===== src/rtl/fetch_unit.sv =====
// Instruction-fetch front end: owns the program counter and the
// instruction register, fetches words over a req/ack handshake and
// applies the control unit's next-PC decision once per instruction.
module fetch_unit #(
    parameter int              PC_W     = 5,
    parameter int              INSTR_W  = 16,
    parameter logic [PC_W-1:0] RESET_PC = {PC_W{1'b0}}
) (
    input  logic               clk,
    input  logic               rst_n,
    output logic               imem_req,
    output logic [PC_W-1:0]    imem_addr,
    input  logic               imem_ack,
    input  logic [INSTR_W-1:0] imem_rdata,
    output logic [INSTR_W-1:0] instruction,
    output logic               instr_valid,
    output logic [PC_W-1:0]    pc,
    input  logic               pc_inc,
    input  logic               pc_load,
    input  logic [PC_W-1:0]    pc_target,
    input  logic               hlt,
    input  logic               stall,
    input  logic               resume,
    output logic               halted
);

    typedef enum logic [1:0] {
        ST_IDLE  = 2'd0,
        ST_FETCH = 2'd1,
        ST_EXEC  = 2'd2,
        ST_HALT  = 2'd3
    } state_t;

    // Increment constant sized to the PC so the addition wraps modulo 2^PC_W.
    localparam logic [PC_W-1:0] PC_ONE = {{(PC_W-1){1'b0}}, 1'b1};

    state_t               state_r;
    state_t               next_state_s;
    logic [PC_W-1:0]      pc_r;
    logic [PC_W-1:0]      pc_next_s;
    logic [INSTR_W-1:0]   ir_r;
    logic [INSTR_W-1:0]   ir_next_s;

    // Next-state, next-PC and IR-capture decisions; everything holds unless
    // the current state explicitly changes it.
    always_comb begin
        next_state_s = state_r;
        pc_next_s    = pc_r;
        ir_next_s    = ir_r;
        case (state_r)
            ST_IDLE: begin
                next_state_s = ST_FETCH;
            end
            ST_FETCH: begin
                // The address stays on pc until memory acknowledges.
                if (imem_ack) begin
                    ir_next_s    = imem_rdata;
                    next_state_s = ST_EXEC;
                end else begin
                    next_state_s = ST_FETCH;
                end
            end
            ST_EXEC: begin
                // Stall freezes the instruction and masks the control inputs,
                // so a halt requested during a stall waits for it to clear.
                if (stall) begin
                    next_state_s = ST_EXEC;
                end else if (hlt) begin
                    next_state_s = ST_HALT;
                end else if (pc_load) begin
                    pc_next_s    = pc_target;
                    next_state_s = ST_FETCH;
                end else if (pc_inc) begin
                    pc_next_s    = pc_r + PC_ONE;
                    next_state_s = ST_FETCH;
                end else begin
                    // No decision: refetch the same word.
                    next_state_s = ST_FETCH;
                end
            end
            ST_HALT: begin
                if (resume) begin
                    pc_next_s    = pc_r + PC_ONE;
                    next_state_s = ST_FETCH;
                end else begin
                    next_state_s = ST_HALT;
                end
            end
            default: begin
                next_state_s = ST_IDLE;
            end
        endcase
    end

    // State, PC and instruction register; reset clears them immediately so
    // an in-flight request drops without waiting for a clock edge.
    always_ff @(posedge clk or negedge rst_n) begin
        if (!rst_n) begin
            state_r <= ST_IDLE;
            pc_r    <= RESET_PC;
            ir_r    <= {INSTR_W{1'b0}};
        end else begin
            state_r <= next_state_s;
            pc_r    <= pc_next_s;
            ir_r    <= ir_next_s;
        end
    end

    // Handshake and status outputs are pure decodes of the state register.
    assign imem_req    = (state_r == ST_FETCH);
    assign instr_valid = (state_r == ST_EXEC);
    assign halted      = (state_r == ST_HALT);
    assign imem_addr   = pc_r;
    assign pc          = pc_r;
    assign instruction = ir_r;

endmodule

===== config.mk =====
export PLATFORM = sky130hd
export DESIGN_NAME = fetch_unit
export DESIGN_NICKNAME = d
export VERILOG_FILES = /design/src/rtl/fetch_unit.sv
export SDC_FILE = /design/constraint.sdc
export NUM_CORES = 1
export LEC_CHECK = 0
export BUFFER_PORTS_ARGS = -buffer_cell sky130_fd_sc_hd__buf_4
export CORE_UTILIZATION = 35
export DETAILED_ROUTE_END_ITERATION = 8
export HOLD_SLACK_MARGIN = 0.03
export PLACE_DENSITY = 0.65
export RECOVER_POWER = 25
export SYNTH_ARGS = -nofsm -noshare
export SYNTH_HDL_FRONTEND = slang
export SYNTH_SLANG_ARGS = --single-unit

===== constraint.sdc =====
create_clock -name clk -period 1.38 [get_ports clk]
set_input_delay 0.207 -clock clk [delete_from_list [all_inputs] [get_ports clk]]
set_output_delay 0.207 -clock clk [all_outputs]
set_load 0.01 [all_outputs]

# Word level (Yosys, flattened, before mapping)
# Cells that the tools add are included.
# word_totals
ff_bits	23
input_bits	29
out_inout_bits	29
# op_classes
addsub	1
n_eq_ne	7
muxes	11
n_reduce_logical	4
# op_table
operator	count
$mux 5	5
$pmux 5 s2	1
$mux 2	4
$pmux 2 s4	1
$ne 2x2->1 const B	3
$add 5x1->5 const B	1
$reduce_and 5->1	1
$eq 2x2->1 const B	2
$ne 3x1->1 const B	1
$eq 2x1->1 const B	1
$logic_not 2->1	1
$reduce_and 2->1	1
$reduce_bool 2->1	1

# Longest topological paths before layout
# Gate-level depths: netlist of the first run.
# logic_depth
ltp_word	6
ltp_mapped	5
ltp_nobuf	5

# Least setup slack after synthesis of the first run
# Ideal clock, no wire load.
# synth_path
path_type	flip-flop to flip-flop
start	register state_r[0]
end	register pc_r[0] (netlist: imem_addr[0])
setup_time_ns	0.074
arrival_time_ns	1.162
setup_slack_ns	0.144
path_stages_with_launch	5
path_buffers	0
path_cell_list	dfrtp_1 > and2b_4 > a32oi_4 > a211o_1 > o21ai_2
# synth_via
elab_chain_cells	3
elab_cells_between_ends	9
# synth_lines
item	line	rtl
start: declaration	37	state_t state_r;
start signal: assignment	103	state_r <= next_state_s;
$eq 2x2->1 (*)	n/a	
named net instr_valid	16	output logic instr_valid,
$ne 3x1->1 (no line) (tied with other cells)	n/a	
$reduce_and 5->1 (no line)	n/a	
end signal: assignment	104	pc_r <= pc_next_s;
end: declaration	39	logic [PC_W-1:0] pc_r;
# The timed path passes the listed nets; every way through them passes the cells marked *.
# A chain may end at the register's enable or synchronous reset.

# Worst setup path after layout of the first run
# layout_path
start	register state_r[0]
end	output port instr_valid
# layout_via
elab_chain_cells	1
# layout_lines
item	line	rtl
$eq 2x2->1	111	assign instr_valid = (state_r == ST_EXEC);
end: declaration	16	
# Every way passes these cells.

==> impl_metrics.yaml, run 1 <==
pwr:
  switching_share: 0.3593
  switchingPower_mw: 1.215
  design_power_total_mw: 3.383
  p_int_mw: 2.167
  power_frac_seq: 0.371
  clockPowerShare: 0.092
  p_leak_nw: 0.7527
  combPwrFrac: 0.537
  peakVddDrop_mv: 1.069
  p_per_area_nw_per_um2: 2177
clock_network:
  clk_pin_slew_ns: 0.13
  cts.sinks: 23
  h-tree-depth: 1
  clk_latency_ns: 0.31
  cts_tree: "yes"
  cts_root_buf: "clkbuf_4"
  cts_buffers: 3
  cts_buffer_depth: 2
drt:
  post_drt_via_cell_ratio: 4.891
  drtAntennaViolNets: 0
  vias: 851
  drt-pass1-iter-count: 6
  routed_wl_um: 2299
  post_drt_wl_per_cell_um: 13.21
  drtIter0Drc: 9
  drcViolationCount: 3
timing:
  setup-tns-final_ns: 0
  fin_crit_sh: 0.9952
  finalMaxSlewViolations: 0
  layout_min_cycle_time_ns: 1.373
  fmax_mhz: 728.2
  fin_ws_ns: 0.006668
  rsz0062_at_grt: "true"
  finalClockSkew_ns: 0.006672
  hold_viol_final: 0
  worstMarginPinSlew_ns: 0.5749
  hold-worst-slack_ns: 0.09125
  slew_headroom: 0.6168
  finalSetupViolations: 0
die:
  coreArea_um2: 2829
  fp.dieW_um: 57.58
  dieArea_um2: 3315
  die_h_um: 57.58
  start_util: 0.3821
  rows: 19
  ioPinCount: 58
logic_synthesis:
  syn_inst: 85
  yosys.area.top_type: "dfrtp_1"
  synth_area_um2: 1081
  syn-num-nets: 115
  ys_async_sr_fraction: 1.000
  ys_types: 26
  yosysMostFrequentCell: "dfrtp_1"
  ys_seq_area_frac: 0.5324
  yosys.area.top_type_share: 0.5324
  yosys-top-cells-area: "dfrtp_1, mux2_2, o21ai_0, buf_4, a32oi_4"
  synth_common_cells: "dfrtp_1, mux2_2, o21ai_0"
  synth_area_per_cell_um2: 12.72
  ys_ff_latch: 23
  yosys_warnings: 0
  synth_edf_count: 0
  synth_ff_type: "dfrtp_1"
worst_setup_path:
  crit_required_ns: 1.17
  end_kind: "output port"
  timing_worst_setup_path_type: "reg -> out"
  crit_fanout: 5
  startpoint_type: "flip-flop"
  cp.arrival_ns: 1.17
placed_design:
  placed_area_um2: 1503
  gp_congestion: 0.7645
  dp_cells: 168
  hpwl_um: 1810
  place_ws_ns: 0.06419
  port_buffers: 57
flow_run:
  maxCapViolCount: 0
layout:
  drive_gt1_frac: 0.6154
  fillers: 258
  finalNonFillerCells: 174
  nets: 174
  diodes: 0
  fin_area_um2: 1554
  syn2layout_area_growth_pct: 43.75
  final_util: 0.5493
run_status:
  violations: "DRC"
  status: "finished, violations left"
global_routing:
  grt_overflow: 0
  grt_pass1_vias: 875
  grt_usage: 0.1463
  antenna_found_initial: 0
  grt_pass1_wl_um: 3760
  grt_max_degree: 24
worst_hold_path:
  holdCritPathClass: "in -> reg"
## state kept, by name, summed over array words and instances (netlist names)
signal       flops
instruction     16
imem_addr        5
state_r          2
## critical path: stages (launching register included)
cell and delay, ns:
dfrtp_1 0.45, and2b_4 0.30, buf_6 0.11
## layout make-up
cell class                 instances  area [um^2]  area share
clock buffer                       3        22.52     0.01449
clock inverter                     1        5.005    0.003221
inverter                           2        7.507    0.004831
multi-input combinational         53        437.9      0.2818
sequential                        23        576.8      0.3712
tap                               31        38.79     0.02496
timing repair buffer              61        465.4      0.2995
## per-layer routing
metal | part of all wire | GRT usage | vias up
met1 | 0.42 | 0.1810 | 399
li1 | - | - | 410
met3 | 0.074 | 0.03628 | 0
met2 | 0.51 | 0.2575 | 42
met5 | 0 | 0 | -
met4 | 0 | 0.03136 | 0
## cells by family (layout without fill, tap and decap cells)
family,count (synthesis),after routing,share of synthesized area
DFF,23,23,0.5324
AOI/OAI and AO/OA,18,18,0.1181
muxes,17,17,0.1759
buffers and inverters,9,67,0.06250
adders and majority gates,1,1,0.01157
and+or+nand+nor,17,17,0.09954
## cell usage in the layout, fill, tap and decap left out, types with 2 or more instances in the layout
cell type	instances
inv_1	2
nor2b_1	2
buf_6	2
o21ai_1	4
nand2_1	3
a21oi_1	4
buf_4	57
nor2_1	2
mux2_2	16
nor3_1	2
nand3_1	2
o21ai_0	4
dfrtp_1	22
clkbuf_4	3
## power groups by stage
stage | Clock, mW | Sequential, mW | Combinational [mW]
after floorplan | 0 | 1.39 | 0.873
after global placement | 0 | 1.25 | 1.74
after detailed placement | 0 | 1.27 | 1.79
after CTS | 0.328 | 1.26 | 1.83
after global routing | 0.350 | 1.30 | 1.97
final | 0.311 | 1.25 | 1.82
## path summary, 6_finish.rpt
kind | cells after the start | endpoint | slack (ns) | start
min in group asynchronous | 2 | state_r[0] | 0.41 | rst_n
worst max register to register | 4 | imem_addr[0] | 0.04 | state_r[0]
max in group asynchronous | 2 | state_r[1] | 0.56 | rst_n
worst max-delay path | 2 | instr_valid | 0.007 | state_r[0]
worst min-delay path | 2 | state_r[0] | 0.09 | stall
worst min register to register | 1 | instruction[0] | 0.52 | instruction[0]
## what timing repair did
action                                 4_1_cts  5_1_grt
buffers inserted                             1        0
hold buffers                                 1        0
resized for setup                            2        5
setup endpoints to repair                    2        8
pin swaps                                    0        3
endpoints found under the hold margin       23        0
No activity file was read; power rests on OpenSTA's default activity.
==> run 2, diff against run 1 <==
CTS_BUF_LIST = sky130_fd_sc_hd__clkbuf_2 sky130_fd_sc_hd__clkbuf_4 sky130_fd_sc_hd__clkbuf_8   (was not set)
PLACE_DENSITY = not set   (was 0.65)
PLACE_DENSITY_LB_ADDON = 0.05   (was not set)
clock period = 1.26 ns   (was 1.38 ns; I/O delays follow)
==> run 2 against run 1 <==
Effect of this change: the run ends with DRC, setup timing left; hold slack got worse by 0.015 ns; critical path depth increased by 1; combinational power increased by 27%.
==> impl_metrics.yaml, run 2 (same netlist as run 1, synthesis figures left out) <==
worst_setup_path:
  end_kind: "output port"
  startpoint_type: "flip-flop"
  crit_required_ns: 1.07
  cp.arrival_ns: 1.20
  timing_worst_setup_path_type: "reg -> out"
  crit_fanout: 4
placed_design:
  port_buffers: 57
  dp_cells: 170
  gp_congestion: 0.7322
  hpwl_um: 1603
worst_hold_path:
  holdCritPathClass: "in -> reg"
layout:
  layout_commonest_cell: "buf_4"
  diodes: 0
  syn2layout_area_growth_pct: 55.56
  finalNonFillerCells: 183
  drive_gt1_frac: 0.6382
  nets: 183
  mostFrequentLayoutCells: "buf_4, dfrtp_1, mux2_2"
  largest_reg_flops: 16
timing:
  hold_viol_final: 0
  fin_ws_ns: -0.1243
  hold-worst-slack_ns: 0.07609
  setup-tns-final_ns: -0.5504
  finalMaxSlewViolations: 0
  layout_min_cycle_time_ns: 1.384
  rsz0062_at_grt: "true"
  fmax_mhz: 722.4
  finalClockSkew_ns: 0.007804
  fin_crit_sh: 1.099
  worstMarginPinSlew_ns: 0.5708
  slew_headroom: 0.6195
  finalSetupViolations: 8
clock_network:
  cts_buffer_depth: 2
  h-tree-depth: 1
  clk_latency_ns: 0.32
  cts_root_buf: "clkbuf_4"
  cts_tree: "yes"
  cts.sinks: 23
  clk_pin_slew_ns: 0.13
  cts_buffers: 3
die:
  ioPinCount: 58
  coreArea_um2: 2829
  rows: 19
  fp.dieW_um: 57.58
  dieArea_um2: 3315
  die_h_um: 57.58
  start_util: 0.3821
global_routing:
  grt_usage: 0.1488
  grt_pass1_wl_um: 3822
  grt_max_degree: 24
  grt_pass1_vias: 876
  grt_overflow: 0
  antenna_found_initial: 0
run_status:
  status: "finished, violations left"
  violations: "DRC, setup timing"
drt:
  post_drt_via_cell_ratio: 4.978
  drcViolationCount: 3
  drt-pass1-iter-count: 8
  drtIter0Drc: 32
  vias: 911
  drtAntennaViolNets: 0
  routed_wl_um: 2376
  post_drt_wl_per_cell_um: 12.98
pwr:
  p_leak_nw: 0.7924
  p_per_area_nw_per_um2: 2398
  design_power_total_mw: 4.033
  peakVddDrop_mv: 1.219
flow_run:
  maxCapViolCount: 0
[run 2: cell count changes in the layout (fill, tap and decap cells not counted), sizes merged]
cell / change
buf: +7
clkinv: -1
clkinvlp: +1
nand2: +1
a32oi: +1
[run 2: per-stage QoR]
stage | setup slack (ns) | util | area (um^2)
floorplan | 0.02422 | - | 1081
global route | -0.1769 | 0.5944 | 1682
CTS | -0.1455 | 0.5732 | 1622
finish | -0.1243 | 0.5944 | 1682
global placement | -0.01229 | 0.5365 | 1518
detailed placement | -0.03908 | 0.5365 | 1518
[run 2: worst max-delay path, stage by stage (launching register included)]
cell and delay [ns]:
dfrtp_1 0.43, and2b_4 0.27, buf_6 0.10, buf_6 0.09
[run 2: final cells by class]
cell class	instances	area, um^2
multi-input combinational	55	494.2
tap	31	38.79
fill	223	1147
clock buffer	3	22.52
inverter	2	7.507
sequential	23	576.8
clock inverter	1	7.507
timing repair buffer	68	534.3
[run 2: path summary, 6_finish.rpt]
path | from | end | slack [ns] | cells after the start
max | state_r[0] | instr_valid | -0.12 | 3
max in group asynchronous | rst_n | state_r[1] | 0.47 | 2
min in group asynchronous | rst_n | instruction[14] | 0.38 | 2
min | stall | state_r[0] | 0.08 | 2
min reg2reg | instruction[13] | instruction[13] | 0.52 | 1
max reg2reg | state_r[1] | imem_addr[0] | -0.10 | 5
[run 2: power by group]
group	total, mW	switching, mW	internal, mW
Sequential	1.35	0.244	1.11
Clock	0.355	0.234	0.121
Combinational	2.32	0.972	1.35
Total	4.03	1.45	2.58
[run 2: per-layer routing]
metal / up-vias / wire (um) / share of wire / GRT usage
met1: 439 / 963 / 0.41 / 0.1838
met5: - / 0 / 0 / 0
met3: 2 / 169 / 0.071 / 0.05215
li1: 435 / - / - / -
met4: 0 / 13 / 0.0055 / 0.02091
met2: 35 / 1230 / 0.52 / 0.2558
[run 2: repair_timing]
item                                   4_1_cts  5_1_grt
setup buffers                                2        4
gates resized for setup                     11        3
hold buffers                                 1        0
endpoints found under the hold margin       23        0
gates cloned                                 1        1
pin swaps                                    7        3
setup endpoints to repair                   13       24
